--- config.mk ---
export PLATFORM = sky130hd
export DESIGN_NAME = xcvr_rx_lock_sequencer_flat
export DESIGN_NICKNAME = d
export VERILOG_FILES = /design/src/rtl/xcvr_rx_lock_sequencer_if.sv /design/src/rtl/xcvr_rx_lock_sequencer.sv /design/src/flat_wrapper.sv
export SDC_FILE = /design/constraint.sdc
export NUM_CORES = 1
export LEC_CHECK = 0
export ABC_AREA = 0
export BUFFER_PORTS_ARGS = -buffer_cell sky130_fd_sc_hd__buf_4
export CAP_MARGIN = 20
export CORE_MARGIN = 3
export CORE_UTILIZATION = 55
export CTS_CLUSTER_DIAMETER = 50
export CTS_CLUSTER_SIZE = 28
export DETAILED_ROUTE_END_ITERATION = 8
export GPL_TIMING_DRIVEN = 0
export PLACE_DENSITY = 0.75
export SETUP_SLACK_MARGIN = 0.4
export SLEW_MARGIN = 30
export SYNTH_ARGS = -nofsm -noshare
export SYNTH_HDL_FRONTEND = slang
export SYNTH_SLANG_ARGS = --single-unit
--- constraint.sdc ---
create_clock -name CLK -period 5.4 [get_ports CLK]
set_input_delay 0 -clock CLK [delete_from_list [all_inputs] [get_ports CLK]]
set_output_delay 0 -clock CLK [all_outputs]
set_load 0.02 [all_outputs]
--- src/rtl/xcvr_rx_lock_sequencer_if.sv ---
// Control/status bundle between the RX lock sequencer and its user.
// Master drives the lock inputs and controls; slave is the sequencer.
interface xcvr_rx_lock_sequencer_if;
    logic       EN;
    logic       PLL_LOCK_I;
    logic       CDR_LOCK_I;
    logic       RX_VAL_I;
    logic       CLR_FAULT;
    logic       RX_PCS_RESET_N;
    logic       RX_READY;
    logic       LOSS_OF_LOCK;
    logic [2:0] RETRY_CNT;
    logic       FAULT;
    logic [2:0] STATE;

    modport master (
        output EN, PLL_LOCK_I, CDR_LOCK_I, RX_VAL_I, CLR_FAULT,
        input  RX_PCS_RESET_N, RX_READY, LOSS_OF_LOCK,
        input  RETRY_CNT, FAULT, STATE
    );

    modport slave (
        input  EN, PLL_LOCK_I, CDR_LOCK_I, RX_VAL_I, CLR_FAULT,
        output RX_PCS_RESET_N, RX_READY, LOSS_OF_LOCK,
        output RETRY_CNT, FAULT, STATE
    );
endinterface

--- src/rtl/xcvr_rx_lock_sequencer.sv ---
// RX PCS reset sequencer: synchronises lock indications, qualifies
// link-up with a stable-hold window, retries on timeout, latches a fault.
module xcvr_rx_lock_sequencer #(
    parameter int SYNC_STAGES    = 2,
    parameter int HOLD_CYCLES    = 1024,
    parameter int TIMEOUT_CYCLES = 65536,
    parameter int RST_CYCLES     = 16,
    parameter int MAX_RETRY      = 7,
    parameter int CNT_W          = 17
) (
    input  logic                     CLK,
    input  logic                     RESETN,
    xcvr_rx_lock_sequencer_if.slave  bus
);

    typedef enum logic [2:0] {
        S_RESET_HOLD = 3'd0,
        S_WAIT_PLL   = 3'd1,
        S_WAIT_CDR   = 3'd2,
        S_QUALIFY    = 3'd3,
        S_READY      = 3'd4,
        S_FAULT      = 3'd5
    } state_t;

    localparam logic [CNT_W-1:0] RST_LAST  = CNT_W'(RST_CYCLES - 1);
    localparam logic [CNT_W-1:0] HOLD_LAST = CNT_W'(HOLD_CYCLES - 1);
    localparam logic [CNT_W-1:0] TO_LAST   = CNT_W'(TIMEOUT_CYCLES - 1);
    localparam logic [2:0]       RETRY_MAX = 3'(MAX_RETRY);

    logic [SYNC_STAGES-1:0] pll_sync;
    logic [SYNC_STAGES-1:0] cdr_sync;
    logic [SYNC_STAGES-1:0] val_sync;

    state_t           state;
    logic [CNT_W-1:0] cnt;
    logic [CNT_W-1:0] cnt_inc;
    logic             rst_n_q;
    logic             ready_q;
    logic             lol_q;
    logic [2:0]       retry_q;
    logic             fault_q;

    logic pll;
    logic cdr;
    logic val;
    logic all_lock;
    logic to_hit;
    logic retry_req;

    always_ff @(posedge CLK) begin
        if (!RESETN) begin
            pll_sync <= '0;
            cdr_sync <= '0;
            val_sync <= '0;
        end else begin
            pll_sync <= {pll_sync[SYNC_STAGES-2:0], bus.PLL_LOCK_I};
            cdr_sync <= {cdr_sync[SYNC_STAGES-2:0], bus.CDR_LOCK_I};
            val_sync <= {val_sync[SYNC_STAGES-2:0], bus.RX_VAL_I};
        end
    end

    assign pll      = pll_sync[SYNC_STAGES-1];
    assign cdr      = cdr_sync[SYNC_STAGES-1];
    assign val      = val_sync[SYNC_STAGES-1];
    assign all_lock = pll & cdr & val;
    assign cnt_inc  = (&cnt) ? cnt : cnt + 1'b1;
    assign to_hit   = (cnt == TO_LAST);

    // Losing the PLL while waiting for CDR counts as a failed attempt.
    assign retry_req =
        (state == S_WAIT_PLL && !pll && to_hit) ||
        (state == S_WAIT_CDR && (!pll || (!(cdr && val) && to_hit)));

    always_ff @(posedge CLK) begin
        if (!RESETN) begin
            state   <= S_RESET_HOLD;
            cnt     <= '0;
            rst_n_q <= 1'b0;
            ready_q <= 1'b0;
            lol_q   <= 1'b0;
            retry_q <= '0;
            fault_q <= 1'b0;
        end else begin
            lol_q <= 1'b0;
            cnt   <= cnt_inc;
            if (!bus.EN && state != S_FAULT) begin
                state   <= S_RESET_HOLD;
                cnt     <= '0;
                rst_n_q <= 1'b0;
                ready_q <= 1'b0;
            end else if (retry_req) begin
                cnt     <= '0;
                rst_n_q <= 1'b0;
                if (retry_q == RETRY_MAX) begin
                    state   <= S_FAULT;
                    fault_q <= 1'b1;
                end else begin
                    state   <= S_RESET_HOLD;
                    retry_q <= retry_q + 1'b1;
                end
            end else begin
                unique case (state)
                    S_RESET_HOLD: begin
                        if (cnt == RST_LAST) begin
                            state <= S_WAIT_PLL;
                            cnt   <= '0;
                        end
                    end
                    S_WAIT_PLL: begin
                        if (pll) begin
                            state   <= S_WAIT_CDR;
                            cnt     <= '0;
                            rst_n_q <= 1'b1;
                        end
                    end
                    S_WAIT_CDR: begin
                        if (cdr && val) begin
                            state <= S_QUALIFY;
                            cnt   <= '0;
                        end
                    end
                    S_QUALIFY: begin
                        if (!all_lock) begin
                            state <= S_WAIT_CDR;
                            cnt   <= '0;
                        end else if (cnt == HOLD_LAST) begin
                            state   <= S_READY;
                            cnt     <= '0;
                            ready_q <= 1'b1;
                            retry_q <= '0;
                        end
                    end
                    S_READY: begin
                        if (!all_lock) begin
                            state   <= S_RESET_HOLD;
                            cnt     <= '0;
                            ready_q <= 1'b0;
                            rst_n_q <= 1'b0;
                            lol_q   <= 1'b1;
                        end
                    end
                    S_FAULT: begin
                        if (bus.CLR_FAULT) begin
                            state   <= S_RESET_HOLD;
                            cnt     <= '0;
                            fault_q <= 1'b0;
                            retry_q <= '0;
                        end
                    end
                    default: begin
                        state   <= S_RESET_HOLD;
                        cnt     <= '0;
                        rst_n_q <= 1'b0;
                        ready_q <= 1'b0;
                    end
                endcase
            end
        end
    end

    assign bus.RX_PCS_RESET_N = rst_n_q;
    assign bus.RX_READY       = ready_q;
    assign bus.LOSS_OF_LOCK   = lol_q;
    assign bus.RETRY_CNT      = retry_q;
    assign bus.FAULT          = fault_q;
    assign bus.STATE          = state;

endmodule

--- src/flat_wrapper.sv ---
// flat-port wrapper written by rule: the top's interface ports become plain ports
module xcvr_rx_lock_sequencer_flat 
#(
    parameter int SYNC_STAGES    = 2,
    parameter int HOLD_CYCLES    = 1024,
    parameter int TIMEOUT_CYCLES = 65536,
    parameter int RST_CYCLES     = 16,
    parameter int MAX_RETRY      = 7,
    parameter int CNT_W          = 17
)
  (CLK, RESETN, bus_EN, bus_PLL_LOCK_I, bus_CDR_LOCK_I, bus_RX_VAL_I, bus_CLR_FAULT, bus_RX_PCS_RESET_N, bus_RX_READY, bus_LOSS_OF_LOCK, bus_RETRY_CNT, bus_FAULT, bus_STATE);
  xcvr_rx_lock_sequencer_if bus_i ();
  input  logic CLK;
  input  logic RESETN;
  input wire logic [$bits(bus_i.EN)-1:0] bus_EN;
  input wire logic [$bits(bus_i.PLL_LOCK_I)-1:0] bus_PLL_LOCK_I;
  input wire logic [$bits(bus_i.CDR_LOCK_I)-1:0] bus_CDR_LOCK_I;
  input wire logic [$bits(bus_i.RX_VAL_I)-1:0] bus_RX_VAL_I;
  input wire logic [$bits(bus_i.CLR_FAULT)-1:0] bus_CLR_FAULT;
  output wire logic [$bits(bus_i.RX_PCS_RESET_N)-1:0] bus_RX_PCS_RESET_N;
  output wire logic [$bits(bus_i.RX_READY)-1:0] bus_RX_READY;
  output wire logic [$bits(bus_i.LOSS_OF_LOCK)-1:0] bus_LOSS_OF_LOCK;
  output wire logic [$bits(bus_i.RETRY_CNT)-1:0] bus_RETRY_CNT;
  output wire logic [$bits(bus_i.FAULT)-1:0] bus_FAULT;
  output wire logic [$bits(bus_i.STATE)-1:0] bus_STATE;
  assign bus_i.EN = bus_EN;
  assign bus_i.PLL_LOCK_I = bus_PLL_LOCK_I;
  assign bus_i.CDR_LOCK_I = bus_CDR_LOCK_I;
  assign bus_i.RX_VAL_I = bus_RX_VAL_I;
  assign bus_i.CLR_FAULT = bus_CLR_FAULT;
  assign bus_RX_PCS_RESET_N = bus_i.RX_PCS_RESET_N;
  assign bus_RX_READY = bus_i.RX_READY;
  assign bus_LOSS_OF_LOCK = bus_i.LOSS_OF_LOCK;
  assign bus_RETRY_CNT = bus_i.RETRY_CNT;
  assign bus_FAULT = bus_i.FAULT;
  assign bus_STATE = bus_i.STATE;
  xcvr_rx_lock_sequencer #(.SYNC_STAGES(SYNC_STAGES), .HOLD_CYCLES(HOLD_CYCLES), .TIMEOUT_CYCLES(TIMEOUT_CYCLES), .RST_CYCLES(RST_CYCLES), .MAX_RETRY(MAX_RETRY), .CNT_W(CNT_W)) u_core (.CLK(CLK), .RESETN(RESETN), .bus(bus_i));
endmodule
Yosys cells after proc, flatten, opt, wreduce, memory -nomap -nowiden

Cells that the tools add are included.

Output and inout port bits: 10
Bits of input ports: 7
Register bits after elaboration: 33
Word-level logic and storage cells: 105

Reductions and logical operators: 26
Bitwise operators: 8
Mux-type cells: 35
Add/sub/neg operators: 2
Eq/ne operators: 24

Operators by type and width:

| cell                  | number |
|---|---|
| $mux 17               | 8 |
| $pmux 17 s6           | 1 |
| $mux 3                | 13 |
| $pmux 3 s6            | 1 |
| $add 17x1->17 const B | 1 |
| $eq 17x10->1 const B  | 1 |
| $eq 17x16->1 const B  | 1 |
| $eq 17x4->1 const B   | 1 |
| $reduce_and 17->1     | 1 |
| $ne 3x1->1 const B    | 4 |
| $reduce_and 6->1      | 2 |
| $reduce_or 4->1       | 3 |
| $eq 3x3->1 const B    | 3 |
| $mux 1                | 9 |
| $eq 3x2->1 const B    | 2 |
| $logic_and 1x1->1     | 6 |
| $ne 2x1->1 const B    | 3 |
| $ne 2x2->1 const B    | 3 |
| $ne 3x2->1 const B    | 2 |
| $ne 3x3->1 const B    | 2 |
| $not 1->1             | 6 |
| $pmux 1 s3            | 2 |
| $pmux 3 s2            | 1 |
| $reduce_and 5->1      | 1 |
| other kinds (13)      | 18 |

Logic depth before layout (Yosys ltp)

Word-level depth: 8
Gate-level depth with buffers: 8
Gate-level depth less buffers: 7

Worst setup path before layout

OpenSTA, ideal clock, no wires.

Path kind: register -> register
Start point: register u_core.cnt[0]
End point: register u_core.retry_q[0] (netlist: u_core.bus.RETRY_CNT[0])
Library setup time: 0.122 ns
Stages on the path, launching flop included: 8
Data required time: 5.278 ns
Slack: 3.366 ns
Arrival: 1.912 ns
Period minus slack after synthesis: 2.034 ns
Path buffers: 0
Path through: dfxtp_1 > ha_1 > and3_4 > nand3_1 > or3_1 > or4_4 > nand4_1 > a31oi_1

Longest elaborated chain between the ends: 7
Elaborated cells between the ends (all ways): 14
Classes of those cells: eq/ne: 6; mux: 1; reduce/logical: 7

Ends and longest elaborated chain:

| item                                                | RTL line                     | source |
|---|---|---|
| start: declaration                                  | xcvr_rx_lock_sequencer.sv:35 | `logic [CNT_W-1:0] cnt;` |
| start signal: assignment                            | xcvr_rx_lock_sequencer.sv:85 | `cnt <= cnt_inc;` |
| $eq 17x16->1                                        | xcvr_rx_lock_sequencer.sv:67 | `assign to_hit = (cnt == TO_LAST);` |
| $logic_and 1x1->1                                   | xcvr_rx_lock_sequencer.sv:72 | `(state == S_WAIT_CDR && (!pll \|\| (!(cdr && val) && to_hit)));` |
| $logic_or 1x1->1                                    | xcvr_rx_lock_sequencer.sv:72 |  |
| $logic_and 1x1->1                                   | xcvr_rx_lock_sequencer.sv:72 |  |
| $logic_or 1x1->1                                    | xcvr_rx_lock_sequencer.sv:71 | `(state == S_WAIT_PLL && !pll && to_hit) \|\|` |
| $ne 3x1->1 (no source line) (tied with other cells) | -                            |  |
| $reduce_and 6->1 (no source line)                   | -                            |  |
| end signal: assignment                              | xcvr_rx_lock_sequencer.sv:99 | `retry_q <= retry_q + 1'b1;` |
| end: declaration                                    | xcvr_rx_lock_sequencer.sv:40 | `logic [2:0] retry_q;` |

Parallel ways exist; a longest one is shown, timed or not.
A chain may end at the register's enable or synchronous reset.

Worst setup path in the final report

Start point: register u_core.cnt[0]
End point: register u_core.cnt[1]

Longest elaborated chain between the ends: 6
Elaborated cells between the ends (all ways): 20
Classes of those cells: add/sub: 1; eq/ne: 3; mux: 9; reduce/logical: 7

Ends and longest elaborated chain:

| item |
|---|
| branches (longest 6 deep; another with $add 17x1->17) |

Several ways; the timed one is not identified.

==> metrics.csv <==
stage,metric,value,unit
clock_tree,post-cts-setup-buffers,0,
critical_path,max_stage_delay,0.40,ns
timing,min_period,2.27,ns
clock_tree,clk_path_buf_depth,2,
timing,finalClockSkew,0.00657,ns
route,drc,0,
cells_and_area,fillers,235,
floorplan,dieArea,3650,µm²
timing,rsz0062_at_grt,false,
critical_path,required,5.62,ns
clock_tree,numCtsBuffers,5,
clock_tree,htree_levels,2,
route,first_iter_violations,122,
route,dr.pass1.iters,6,
critical_path,critical-path-slowest-cell,dfxtp_1,
clock_tree,clkLatencyLatePin,0.32,ns
place,port_buffers,16,
floorplan,initial_core_util,0.585,
synthesis,synth-edff-count,0,
synthesis,netlist_area,1630,µm²
synthesis,synth_seq_cells,33,
global_routing,grt_overflow,0,
global_routing,grt_pass1_wl,5700,µm
cells_and_area,area_growth,19.5,%
route,drtAntennaViolNets,0,
synthesis,ys.flop_type,dfxtp_1,
cells_and_area,final_cell_mix,"dfxtp_1, nor2_1, buf_4",
critical_path,critPathTopFamily,simple AND/OR/NAND/NOR gates,
outcome,status,completed,
floorplan,die_h,60.4,µm
clock_tree,cts.repair.resized,0,
critical_path,cp_num_buf_inv,1,
clock_tree,tritoncts,built,
route,wl_per_cell,13.2,µm
critical_path,worstPathMaxFanout,10,
timing,finalSetupViolations,0,
timing,max_freq,440,MHz
pwr,powerDensity,236,nW/µm²
place,place_congestion,0.871,
synthesis,ys_warn_count,0,
place,dp_hpwl,2470,µm
synthesis,ys_seq_area_frac,0.406,
global_routing,antenna_found_initial,0,
cells_and_area,layout_commonest_cell,dfxtp_1,
pwr,p_leak,0.000754,µW
critical_path,endpoint_kind,flip-flop,
timing,drv_slew,0,
timing,max_slew_margin,0.544,
cells_and_area,drive_above_1_share,0.161,
cells_and_area,fin_nets,233,
route,drt_wl_total,3380,µm
route,vias,1469,
floorplan,die_x,60.4,µm
clock_tree,cts_num_sinks,33,
pwr,vdd_drop_max,0.236,mV
cells_and_area,antennaDiodeCount,0,
timing,tightestPinTransition,0.679,ns
critical_path,crit_type,reg2reg,
global_routing,grt_max_degree,12,
critical_path,path_cells,ha_1 -> and3_4 -> nand3_1 -> nor3_1 -> o41ai_1 -> o21bai_4 -> buf_2 -> nor2_1,
synthesis,syn-num-nets,203,
clock_tree,clk_pin_slew,0.10,ns
synthesis,postSynthAreaPerCell,8.43,µm²
global_routing,grt_pass1_vias,1356,
synthesis,async_flop_share,0,
global_routing,grt_use_total,0.204,
floorplan,pin_count,17,
clock_tree,root_buffer,clkbuf_4,
floorplan,core,2780,µm²
timing,fin_crit_sh,0.420,
timing,finalHoldViolations,0,
synthesis,synth_cell_types,46,
critical_path,critPathLaunchType,flip-flop,
min_path,hold_class,in2reg,
timing,setup-tns-final,0,ns
cells_and_area,fin_util,0.699,
route,vias_per_cell,5.76,
synthesis,syn_inst,193,
run,drv_cap,0,
floorplan,row_count,19,
critical_path,cp_data_arrival_time,2.49,ns
cell usage after synthesis (2+ instances only):
| cell | count | area share |
|---|---|---|
| a21oi_1 | 8 | 0.025 |
| and3_1 | 5 | 0.019 |
| nor2_1 | 30 | 0.069 |
| nor3_1 | 7 | 0.022 |
| o21ai_0 | 2 | 0.0062 |
| a22oi_1 | 2 | 0.0092 |
| or3_1 | 4 | 0.015 |
| clkbuf_1 | 2 | 0.0046 |
| or2_2 | 2 | 0.0077 |
| ha_1 | 3 | 0.023 |
| buf_2 | 3 | 0.0092 |
| xor2_1 | 7 | 0.038 |
| inv_1 | 9 | 0.021 |
| nand2_1 | 15 | 0.035 |
| and2_1 | 7 | 0.027 |
| xnor2_1 | 6 | 0.032 |
| nor4_1 | 2 | 0.0077 |
| nand4_1 | 9 | 0.035 |
| nor3b_1 | 2 | 0.0092 |
| nand3_1 | 6 | 0.018 |
| a31oi_1 | 5 | 0.019 |
| dfxtp_1 | 33 | 0.41 |
per-layer routing:
layer | GRT usage | wire (µm) | vias to the layer above
li1 | - | - | 742
met1 | 0.259 | 1510 | 684
met2 | 0.341 | 1670 | 39
met3 | 0.0468 | 170 | 4
met4 | 0.0696 | 26 | 0
met5 | 0 | 0 | -
layout make-up:
| cell class | instances | area, µm² | area share |
|---|---|---|---|
| inverters | 9 | 33.8 | 0.0174 |
| repair buffers | 23 | 190 | 0.0978 |
| clock inverters | 2 | 37.5 | 0.0193 |
| multi-input cells | 145 | 898 | 0.462 |
| clock buffers | 6 | 51.3 | 0.0264 |
| well taps | 31 | 38.8 | 0.0199 |
| flip-flops and latches | 33 | 661 | 0.340 |
| plain buffers | 6 | 33.8 | 0.0174 |
stage by stage:
step / hold WS (ns) / power, µW / instances / worst slack [ns] / cell area (µm²)
after floorplan: 0.122 / 261 / 193 / 3.37 / 1630
after global placement: 0.210 / 267 / 240 / 3.23 / 1790
after detailed placement: 0.212 / 268 / 240 / 3.17 / 1790
after CTS: 0.0121 / 463 / 255 / 3.14 / 1940
after global routing: 0.0297 / 477 / 255 / 2.98 / 1940
final: 0.0211 / 458 / 255 / 3.13 / 1940
registers in the layout, indices dropped and copies added, names as in the netlist:
name	flops
u_core.bus.FAULT	1
u_core.bus.LOSS_OF_LOCK	1
u_core.bus.RETRY_CNT	3
u_core.bus.RX_PCS_RESET_N	1
u_core.bus.RX_READY	1
u_core.bus.STATE	3
u_core.cdr_sync	2
u_core.cnt	17
u_core.pll_sync	2
u_core.val_sync	2
what timing repair did:
item	CTS	global route
setup endpoints to repair	0	0
hold buffers	7	0
endpoints found under the hold margin	6	0
report_power, final:
part / internal (µW) / total, µW / switching (µW)
Combinational: 10.3 / 18.0 / 7.70
Clock: 110 / 192 / 82.1
Sequential: 246 / 248 / 2.00
Total: 366 / 458 / 91.8
kinds of logic (layout without fill, tap and decap cells):
kind of cell    after synthesis  after routing  synth area share
mux                           1              1           0.00615
fa+ha+maj                     3              3            0.0231
compound gates               29             29             0.127
flops                        33             33             0.406
buf+inv                      15             46            0.0415
simple gates                 99             99             0.326
xor+xnor                     13             13            0.0700
tightest hold or removal path, delay by kind of cell:
kind	cells	cell delay [ns]
buffers and inverters	1	0.08
AOI/OAI and AO/OA	1	0.08
and+or+nand+nor	2	0.13
path summary, 6_finish.rpt:
path	from	endpoint	slack, ns	cells after the start
worst max-delay path	u_core.cnt[0]	u_core.cnt[1]	3.13	8
worst min-delay path	bus_EN	u_core.bus.RETRY_CNT[0]	0.02	4
worst max register to register	u_core.cnt[0]	u_core.cnt[1]	3.13	8
worst min register to register	u_core.cdr_sync[0]	u_core.cdr_sync[1]	0.44	1
Power figures use the tool's default switching activity.
